--- src/rtl/wb_sequencer.sv ---
// Write-back sequencer: steers the register-unit write port for ALU/PC results
// and holds the pipeline while a load waits on data memory, with timeout abort.
`timescale 1ns/1ps
module wb_sequencer #(
    parameter int unsigned TIMEOUT_CYC = 16
) (
    input  logic       clk,
    input  logic       rst_n,
    input  logic       InstValid,
    input  logic       RUWr,
    input  logic [1:0] RUDatawrSrcIn,
    input  logic [4:0] Rd,
    input  logic       MemRdValid,
    input  logic       Flush,
    output logic [1:0] RUDatawrSrc,
    output logic       RUWrEn,
    output logic [4:0] RUWrAddr,
    output logic       Stall,
    output logic       MemErr,
    output logic [15:0] RetireCnt
);

    localparam int unsigned CNT_W = 8;
    localparam int unsigned ADDR_W = 5;
    localparam int unsigned SRC_W = 2;
    localparam logic [CNT_W-1:0] TO_LAST = CNT_W'(TIMEOUT_CYC - 1);

    localparam logic [SRC_W-1:0] SRC_ALU  = 2'b00;
    localparam logic [SRC_W-1:0] SRC_LOAD = 2'b01;
    localparam logic [SRC_W-1:0] SRC_PC   = 2'b10;
    localparam logic [SRC_W-1:0] SRC_PC_ALIAS = 2'b11;

    typedef enum logic {
        IDLE     = 1'b0,
        WAIT_MEM = 1'b1
    } state_t;

    state_t            state;
    logic [CNT_W-1:0]  to_cnt;
    logic [ADDR_W-1:0] rd_q;

    logic              accept;
    logic              writes_rf;
    logic              is_load;
    logic [SRC_W-1:0]  src_map;

    assign Stall = (state == WAIT_MEM);

    // Decode of the instruction presented at write-back this cycle
    always_comb begin
        accept    = (state == IDLE) && InstValid && !Flush;
        writes_rf = RUWr && (Rd != ADDR_W'(0));
        is_load   = writes_rf && (RUDatawrSrcIn == SRC_LOAD);
        src_map   = (RUDatawrSrcIn == SRC_PC_ALIAS) ? SRC_PC : RUDatawrSrcIn;
    end

    // Sequencer state and registered write-port outputs
    always_ff @(posedge clk or negedge rst_n) begin
        if (!rst_n) begin
            state       <= IDLE;
            to_cnt      <= CNT_W'(0);
            rd_q        <= ADDR_W'(0);
            RUWrEn      <= 1'b0;
            MemErr      <= 1'b0;
            RUWrAddr    <= ADDR_W'(0);
            RUDatawrSrc <= SRC_ALU;
            RetireCnt   <= 16'(0);
        end else begin
            RUWrEn <= 1'b0;
            MemErr <= 1'b0;
            case (state)
                IDLE: begin
                    if (accept) begin
                        if (is_load) begin
                            rd_q   <= Rd;
                            to_cnt <= CNT_W'(0);
                            state  <= WAIT_MEM;
                        end else if (writes_rf) begin
                            RUWrEn      <= 1'b1;
                            RUWrAddr    <= Rd;
                            RUDatawrSrc <= src_map;
                            RetireCnt   <= RetireCnt + 16'(1);
                        end else begin
                            RetireCnt <= RetireCnt + 16'(1);
                        end
                    end
                end
                WAIT_MEM: begin
                    // Flush beats returning data; data beats the timeout
                    if (Flush) begin
                        state <= IDLE;
                    end else if (MemRdValid) begin
                        RUWrEn      <= 1'b1;
                        RUWrAddr    <= rd_q;
                        RUDatawrSrc <= SRC_LOAD;
                        RetireCnt   <= RetireCnt + 16'(1);
                        state       <= IDLE;
                    end else if (to_cnt == TO_LAST) begin
                        MemErr    <= 1'b1;
                        RetireCnt <= RetireCnt + 16'(1);
                        state     <= IDLE;
                    end else begin
                        to_cnt <= to_cnt + CNT_W'(1);
                    end
                end
                default: state <= IDLE;
            endcase
        end
    end

endmodule

--- config.mk ---
export PLATFORM = sky130hd
export DESIGN_NAME = wb_sequencer
export DESIGN_NICKNAME = d
export VERILOG_FILES = /design/src/rtl/wb_sequencer.sv
export SDC_FILE = /design/constraint.sdc
export NUM_CORES = 1
export LEC_CHECK = 0
export ABC_AREA = 1
export BUFFER_PORTS_ARGS = -buffer_cell sky130_fd_sc_hd__buf_2
export CAP_MARGIN = 5
export CORE_ASPECT_RATIO = 0.9
export CORE_UTILIZATION = 25
export DETAILED_ROUTE_END_ITERATION = 10
export HOLD_SLACK_MARGIN = 0.06
export RECOVER_POWER = 25
export SLEW_MARGIN = 25
export SYNTH_ARGS = -nofsm -noshare
export SYNTH_HDL_FRONTEND = slang
export SYNTH_SLANG_ARGS = --single-unit
--- constraint.sdc ---
create_clock -name clk -period 2.1 [get_ports clk]
set_clock_uncertainty 0.2 [all_clocks]
set_input_delay 0 -clock clk [delete_from_list [all_inputs] [get_ports clk]]
set_output_delay 0 -clock clk [all_outputs]
set_load 0.005 [all_outputs]
==> impl_results.md, run 1 <==
- CTS Buf Count: 5
- Most frequent cell after synthesis: nand2_1
- Initial DRC count: roughly 170
- Pre-CTS setup slack: ~250 ps
- Yosys top cell area share: between 40% and 50%
- Share of layout cells above drive strength 1: between 15 and 20%
- Cell Area, Synth: about 2200 sq um
- Crit. End Element: flip-flop
- Post-Route Setup TNS: 0 ps
- Distinct cells, synth: 26
- Clock Power Share: about 29%
- Crit start category: flip-flop
- Synth cell count leaders: 128 x nand2_1, 39 x dfrtp_1, 33 x nor2_1, 32 x nand3_1, 25 x inv_1
- Clk Latency, worst-skew pair: ~290 ps
- Area of the core: 8568 sq um
- WL final: ~5500 microns
- Max incr delay on CP: 600 ps
- Final WS setup: 100.6 ps
- Max-cap violations: 0
- Net Sw Power: approximately 550 uW
- P_leak: between 0.001 and 0.0015 uW
- First-pass GRT wire length: 9439 microns
- CP Buf/Inv Count: 3
- Syn nets: between 300 and 400
- Synth Instances: a little over 300
- H-tree levels: 2
- CTS tree: done
- Root Driver: clkbuf_8
- Slowest cell on the critical path: dlygate4sd3_1
- Internal reg-to-reg setup slack: between 100 and 150 ps
- Wirelength per Cell: around 11 microns
- Main flop type after synthesis: dfrtp_1
- Dpl hpwl: approximately 3900 microns
- Synthesis-stage register bit count: 39
- Final max-slew violation count: 0
- Combinational Power Share: around a fifth
- Die Wd: a little over 100 microns
- Height of the die: 91.22 microns
- Setup Crit Path Kind: flip-flop to flip-flop
- Largest net degree at the start of global routing: 23
- Period minus WS final: ~2000 ps
- Crit path max fanout: 9
- Final Hold Fails: 0
- Fillers: between 900 and 1k
- Arrival @ worst endpoint: 2030 ps
- Vias per inst: between 4 and 5
- Flop pwr share: 52.8%
- I/O Buffers: 38
- Grt ovf: 0
- Routability cong.: 0.8141
- # diodes: 0
- DRT Pass-1 Iters: 4
- CP required: between 2000 and 2500 ps
- # rows: 32
- IO Pins: 39
- Tot GR Track Use: roughly 13%
- Max VDD drop: around 0.28 mV
- Layout Nets: 384
- Pint: 1230 uW
- Clk slew on worst S/H paths: around 80 ps
- Mean Syn Cell Area: around 7.1 sq um
- Power Dens Cells: approximately 640 nW/um^2
- Worst relative slew slack: around a fifth
- DRC viols: 0
- Layout area overhead: 26.26%
- RSZ-0062 raised after global routing: false
- Post-CTS Setup Bufs: 0
- Status: complete, no violations
- Die Area: between 9000 and 10,000 sq um
- Setup-failing EPs final: 0
- Synth top area cells: dfrtp_1 44%, nand2_1 22%, nand3_1 7.2%, nor2_1 5.6%, inv_1 4.2%
- Initial core utilization: between 20% and 30%
- Class of the worst hold path: input pin to flip-flop
- FMAX: roughly 0.5 GHz
- Most used cell, CP: inv_2
- Number of global-route vias before repair: 1,989
- CP Cell Sequence: inv_2 > nor2_2 > inv_2 > nor4_1 > dlygate4sd3_1
- Post-synth ARST share: 100.0%
- Via count: around 2.1k
- EDFF count, synth: 0
- Clk sinks: 39
- Sw frac: between 30% and 40%
- Yosys Warn Count: 0
- Antenna Nets Post-Route: 0
- Worst-Margin Slew: about 1200 ps
- Bufs on Longest Clock Path: 2
- Dominant cell type by area after synthesis: dfrtp_1
- Top delay family on crit path: buffers and inverters
- Post-synthesis sequential area ratio: 44.14%
- Initial antenna violation count: 0
- Final Cycle Share: around 95%
cells in the final DEF, fill, tap and decap left out, types with 4 or more instances in the layout:
master | netlist | final
nor2_1 | 33 | 33
inv_1 | 25 | 25
nand3_1 | 32 | 32
o21ai_0 | 11 | 11
nand4_1 | 11 | 11
clkbuf_8 | 0 | 5
xnor2_1 | 4 | 4
buf_2 | 1 | 36
nand2_1 | 128 | 127
dfrtp_1 | 39 | 39
dlygate4sd3_1 | 0 | 15
kinds of logic after synthesis:
logic type / synth area share, %
adders and majority gates: 1.132
buffers and inverters: 5.999
xor gates and xnor gates: 2.773
and+or+nand+nor: 42.22
DFF: 44.14
AOI/OAI and AO/OA: 3.735
per-stage QoR:
stage / total power, uW / hold WS (ps) / std cells / utilization, % / instance area [sq um]
global placement: 1260 / -229.6 / 466 / 29.75 / 2549
CTS: 1813 / 67.49 / 489 / 32.54 / 2788
floorplan: 1112 / -495.6 / 310 / - / 2211
finish: 1779 / 69.83 / 489 / 32.58 / 2791
detailed placement: 1270 / -226.6 / 466 / 29.75 / 2549
global route: 1898 / 142.4 / 489 / 32.58 / 2791
layout make-up:
type                    instances  area [sq um]  area share [%]
clock buffers                   5         68.82           2.465
clock inverters                 3         20.02          0.7172
inverters                      27         101.3           3.631
multi-input cells             239          1112           39.85
flip-flops and latches         39         975.9           34.96
well taps                     119         148.9           5.334
repair buffers                 57         364.1           13.04
power by group through the flow:
stage	clock network, uW	logic [uW]	registers, uW
2_1_floorplan	0	170	942
3_3_place_gp	0	311	949
3_5_place_dp	0	315	955
4_1_cts	533	340	940
5_1_grt	564	378	955
6_report	509	332	939
metal layers:
metal / routed length, microns / global-route usage, %
met4: 61 / 3.623
met3: 164 / 2.848
met2: 2686 / 22.11
met1: 2561 / 16.35
met5: 0 / 0
worst register-to-register path, stage by stage (launching register included):
cell,delay (ps)
dfrtp_1,440
inv_2,130
nor2_2,190
inv_2,80
nor4_1,290
dlygate4sd3_1,600
state kept, by name, summed over array words and instances, names as in the netlist:
register and cells:
MemErr 1, RUDatawrSrc 2, RUWrAddr 5, RUWrEn 1, RetireCnt 16, Stall 1
rd_q 5, to_cnt 8
worst paths after layout:
path / from / to / cells after the start
setup / recovery: Stall / MemErr / 5
hold / removal: RUDatawrSrcIn[0] / RUDatawrSrc[0] / 6
setup reg to reg: Stall / MemErr / 5
hold reg to reg: rd_q[2] / rd_q[2] / 2
max in group asynchronous: rst_n / to_cnt[0] / 3
min in group asynchronous: rst_n / rd_q[1] / 3
timing repair:
action	4_1_cts	5_1_grt
endpoints found under the hold margin	65	0
gates resized for setup	0	2
setup endpoints to repair	0	2
hold buffers	15	0
Power figures use the tool's default switching activity.
==> inputs of run 2 (changes only) <==
- RECOVER_POWER: 25 -> 50
==> run 2 against run 1 <==
Net effect: via count up 0.38%; clock-buffer cell count unchanged; largest cell class unchanged; critical endpoint unchanged; total power shrank 0.35%.
==> impl_results.md, run 2 (same netlist as run 1, synthesis figures left out) <==
- Commonest non-fill, non-tap cells in the layout: 127 x nand2_1, 39 x dfrtp_1, 34 x nor2_1, 32 x nand3_1, 29 x buf_2
- Bufs on Longest Clock Path: 2 (unchanged)
- Power Dens Cells: 639.9 nW/um^2 (+0.37%)
- Wirelength per Cell: 11.20 microns (about the same)
- CTS tree: done
- Final Hold Fails: 0 (unchanged)
- Status: complete, no violations
- H-tree levels: 2 (unchanged)
- Max VDD drop: 0.2815 mV (-0.17%)
- Height of the die: 91.22 microns (unchanged)
- Top delay family on crit path: buffers and inverters
- Via count: 2,109 (+0.38%)
- Min-Delay Path Depth: 6 (unchanged)
- Area of the core: 8568 sq um (unchanged)
- # diodes: 0 (unchanged)
- Largest Register: RetireCnt
- Most used cell, CP: inv_2
- Layout Nets: 384 (unchanged)
- Root Driver: clkbuf_8
- Biggest regs: RetireCnt: 16 flops, to_cnt: 8 flops
- Setup-failing EPs final: 0 (unchanged)
- Gr busiest metal: met2
- R2R Path End: MemErr
- Arrival @ worst endpoint: 1990 ps (-40 ps)
- Crit path max fanout: 9 (unchanged)
- Post-Route Setup TNS: 0 ps (unchanged)
- Levels on crit path: 5 (unchanged)
- Worst Reg2Reg Path Length in Cells: 5 (unchanged)
- Routability cong.: 0.8141 (unchanged)
- CP Cell Sequence: inv_2 > nor2_2 > inv_2 > nor4_1 > dlygate4sd3_1
- FMAX: 0.5083 GHz (+1.6%)
- Max-cap violations: 0 (unchanged)
- Clk Latency, worst-skew pair: 290 ps (about the same)
- Initial core utilization: 25.80% (unchanged)
- # rows: 32 (unchanged)
- RSZ-0062 raised after global routing: false
- DRT Pass-1 Iters: 4 (unchanged)
- Die Wd: 101.1 microns (unchanged)
- Share of layout cells above drive strength 1: 13.78% (-2.4 points)
- Grt ovf: 0 (unchanged)
- Class of the worst hold path: input pin to flip-flop
- Final WS setup: 132.7 ps (+32.08 ps)
- Pre-CTS setup slack: 251.4 ps (unchanged)
- Initial antenna violation count: 0 (unchanged)
- I/O Buffers: 38 (unchanged)
- Fin Hold WS: 70.18 ps (+0.3497 ps)
- Layout area overhead: 25.35%
- Most common cell after layout, fill and taps aside: nand2_1
- Slowest cell on the critical path: dlygate4sd3_1
- GRT met2 Usage: 22.11% (unchanged)
- Setup Crit Path Kind: flip-flop to flip-flop
- First-pass GRT wire length: 9439 microns (unchanged)
- Clk sinks: 39 (unchanged)
- CP required: 2130 ps (about the same)
- DRC viols: 0 (unchanged)
- Antenna Nets Post-Route: 0 (unchanged)
- GR Util met3: 2.848% (unchanged)
- Crit. End Element: flip-flop
- Max incr delay on CP: 600 ps (about the same)
- Largest net degree at the start of global routing: 23 (unchanged)
- Initial DRC count: 159 (-4.2%)
- Worst-Margin Slew: 1204 ps (-1.553 ps)
- Crit path to: MemErr
- Die Area: 9224 sq um (unchanged)
- Dpl hpwl: 3917 microns (unchanged)
- Final Cycle Share: 93.68% (-1.5 points)
- P_leak: 0.001400 uW (-2.1%)
- CP Buf/Inv Count: 3 (unchanged)
- Period minus WS final: 1967 ps (-32.08 ps)
- Final max-slew violation count: 0 (unchanged)
- Met1 Resource Use GR: 16.35% (unchanged)
- Number of global-route vias before repair: 1,989 (unchanged)
- RR Startpoint: Stall
- Tot GR Track Use: 12.98% (unchanged)
- IO Pins: 39 (unchanged)
- Worst relative slew slack: 19.73% (+0.10 points)
- Worst setup path startpoint: Stall
- Clk slew on worst S/H paths: 80 ps (about the same)
- Internal reg-to-reg setup slack: 130 ps (+30 ps)
- WL final: 5476 microns (about the same)
- Max reg flops: 16 (unchanged)
- CTS Buf Count: 5 (unchanged)
- Crit start category: flip-flop
- Vias per inst: 4.313 (+0.38%)
==> run 2: changes by cell type in the layout (fill, tap and decap cells not counted), sizes merged <==
cell,previous run,this run
clkbuf,8,16
buf,39,31
==> run 2: layer usage <==
metal  share of wire (%)  wire length, microns  up-vias
met5                   0                     0        -
met3                 3.1                   169        5
li1                    -                     -     1103
met4                 1.1                    61        0
met2                  49                  2706       22
met1                  46                  2538      979
==> run 2: worst min path at each step <==
stage | start | end | slack [ps]
finish | RUDatawrSrcIn[0] | RUDatawrSrc[0] | 70
detailed placement | rst_n | RetireCnt[12] | -230
CTS | RUDatawrSrcIn[0] | RUDatawrSrc[0] | 70
global placement | rst_n | RetireCnt[12] | -230
floorplan | rst_n | MemErr | -500
global route | RUDatawrSrcIn[0] | RUDatawrSrc[0] | 140
==> run 2: layout make-up <==
type / instances / area, sq um
fill: 931 / 5797
tap: 119 / 148.9
timing repair buffer: 57 / 351.6
clock inverter: 3 / 20.02
clock buffer: 5 / 68.82
sequential: 39 / 975.9
inverter: 27 / 101.3
multi-input combinational: 239 / 1105
==> run 2: stage by stage <==
step / power, uW / cells / util [%] / instance area (sq um)
2_1_floorplan: 1112 / 310 / - / 2211
3_3_place_gp: 1260 / 466 / 29.75 / 2549
3_5_place_dp: 1270 / 466 / 29.75 / 2549
4_1_cts: 1813 / 489 / 32.54 / 2788
5_1_grt: 1891 / 489 / 32.35 / 2771
6_report: 1773 / 489 / 32.35 / 2771
==> run 2: what timing repair did <==
| action | 4_1_cts | 5_1_grt |
|---|---|---|
| hold endpoints to repair | 65 | 0 |
| setup endpoints to repair | 0 | 2 |
| buffers inserted | 0 | 0 |
| resized for setup | 0 | 2 |
| hold buffers | 15 | 0 |
==> run 2: worst register-to-register path, stage by stage (launching register included) <==
cell           delay (ps)
dfrtp_1               440
inv_2                 130
nor2_2                190
inv_2                  60
nor4_1                290
dlygate4sd3_1         600
==> run 2: where the power goes <==
part	total, uW	leakage [uW]	internal (uW)	switching (uW)
combinational	325	0.000839	149	175
sequential	939	0.000521	842	96.5
clock	510	0.0000402	231	279
total	1770	0.00140	1220	551
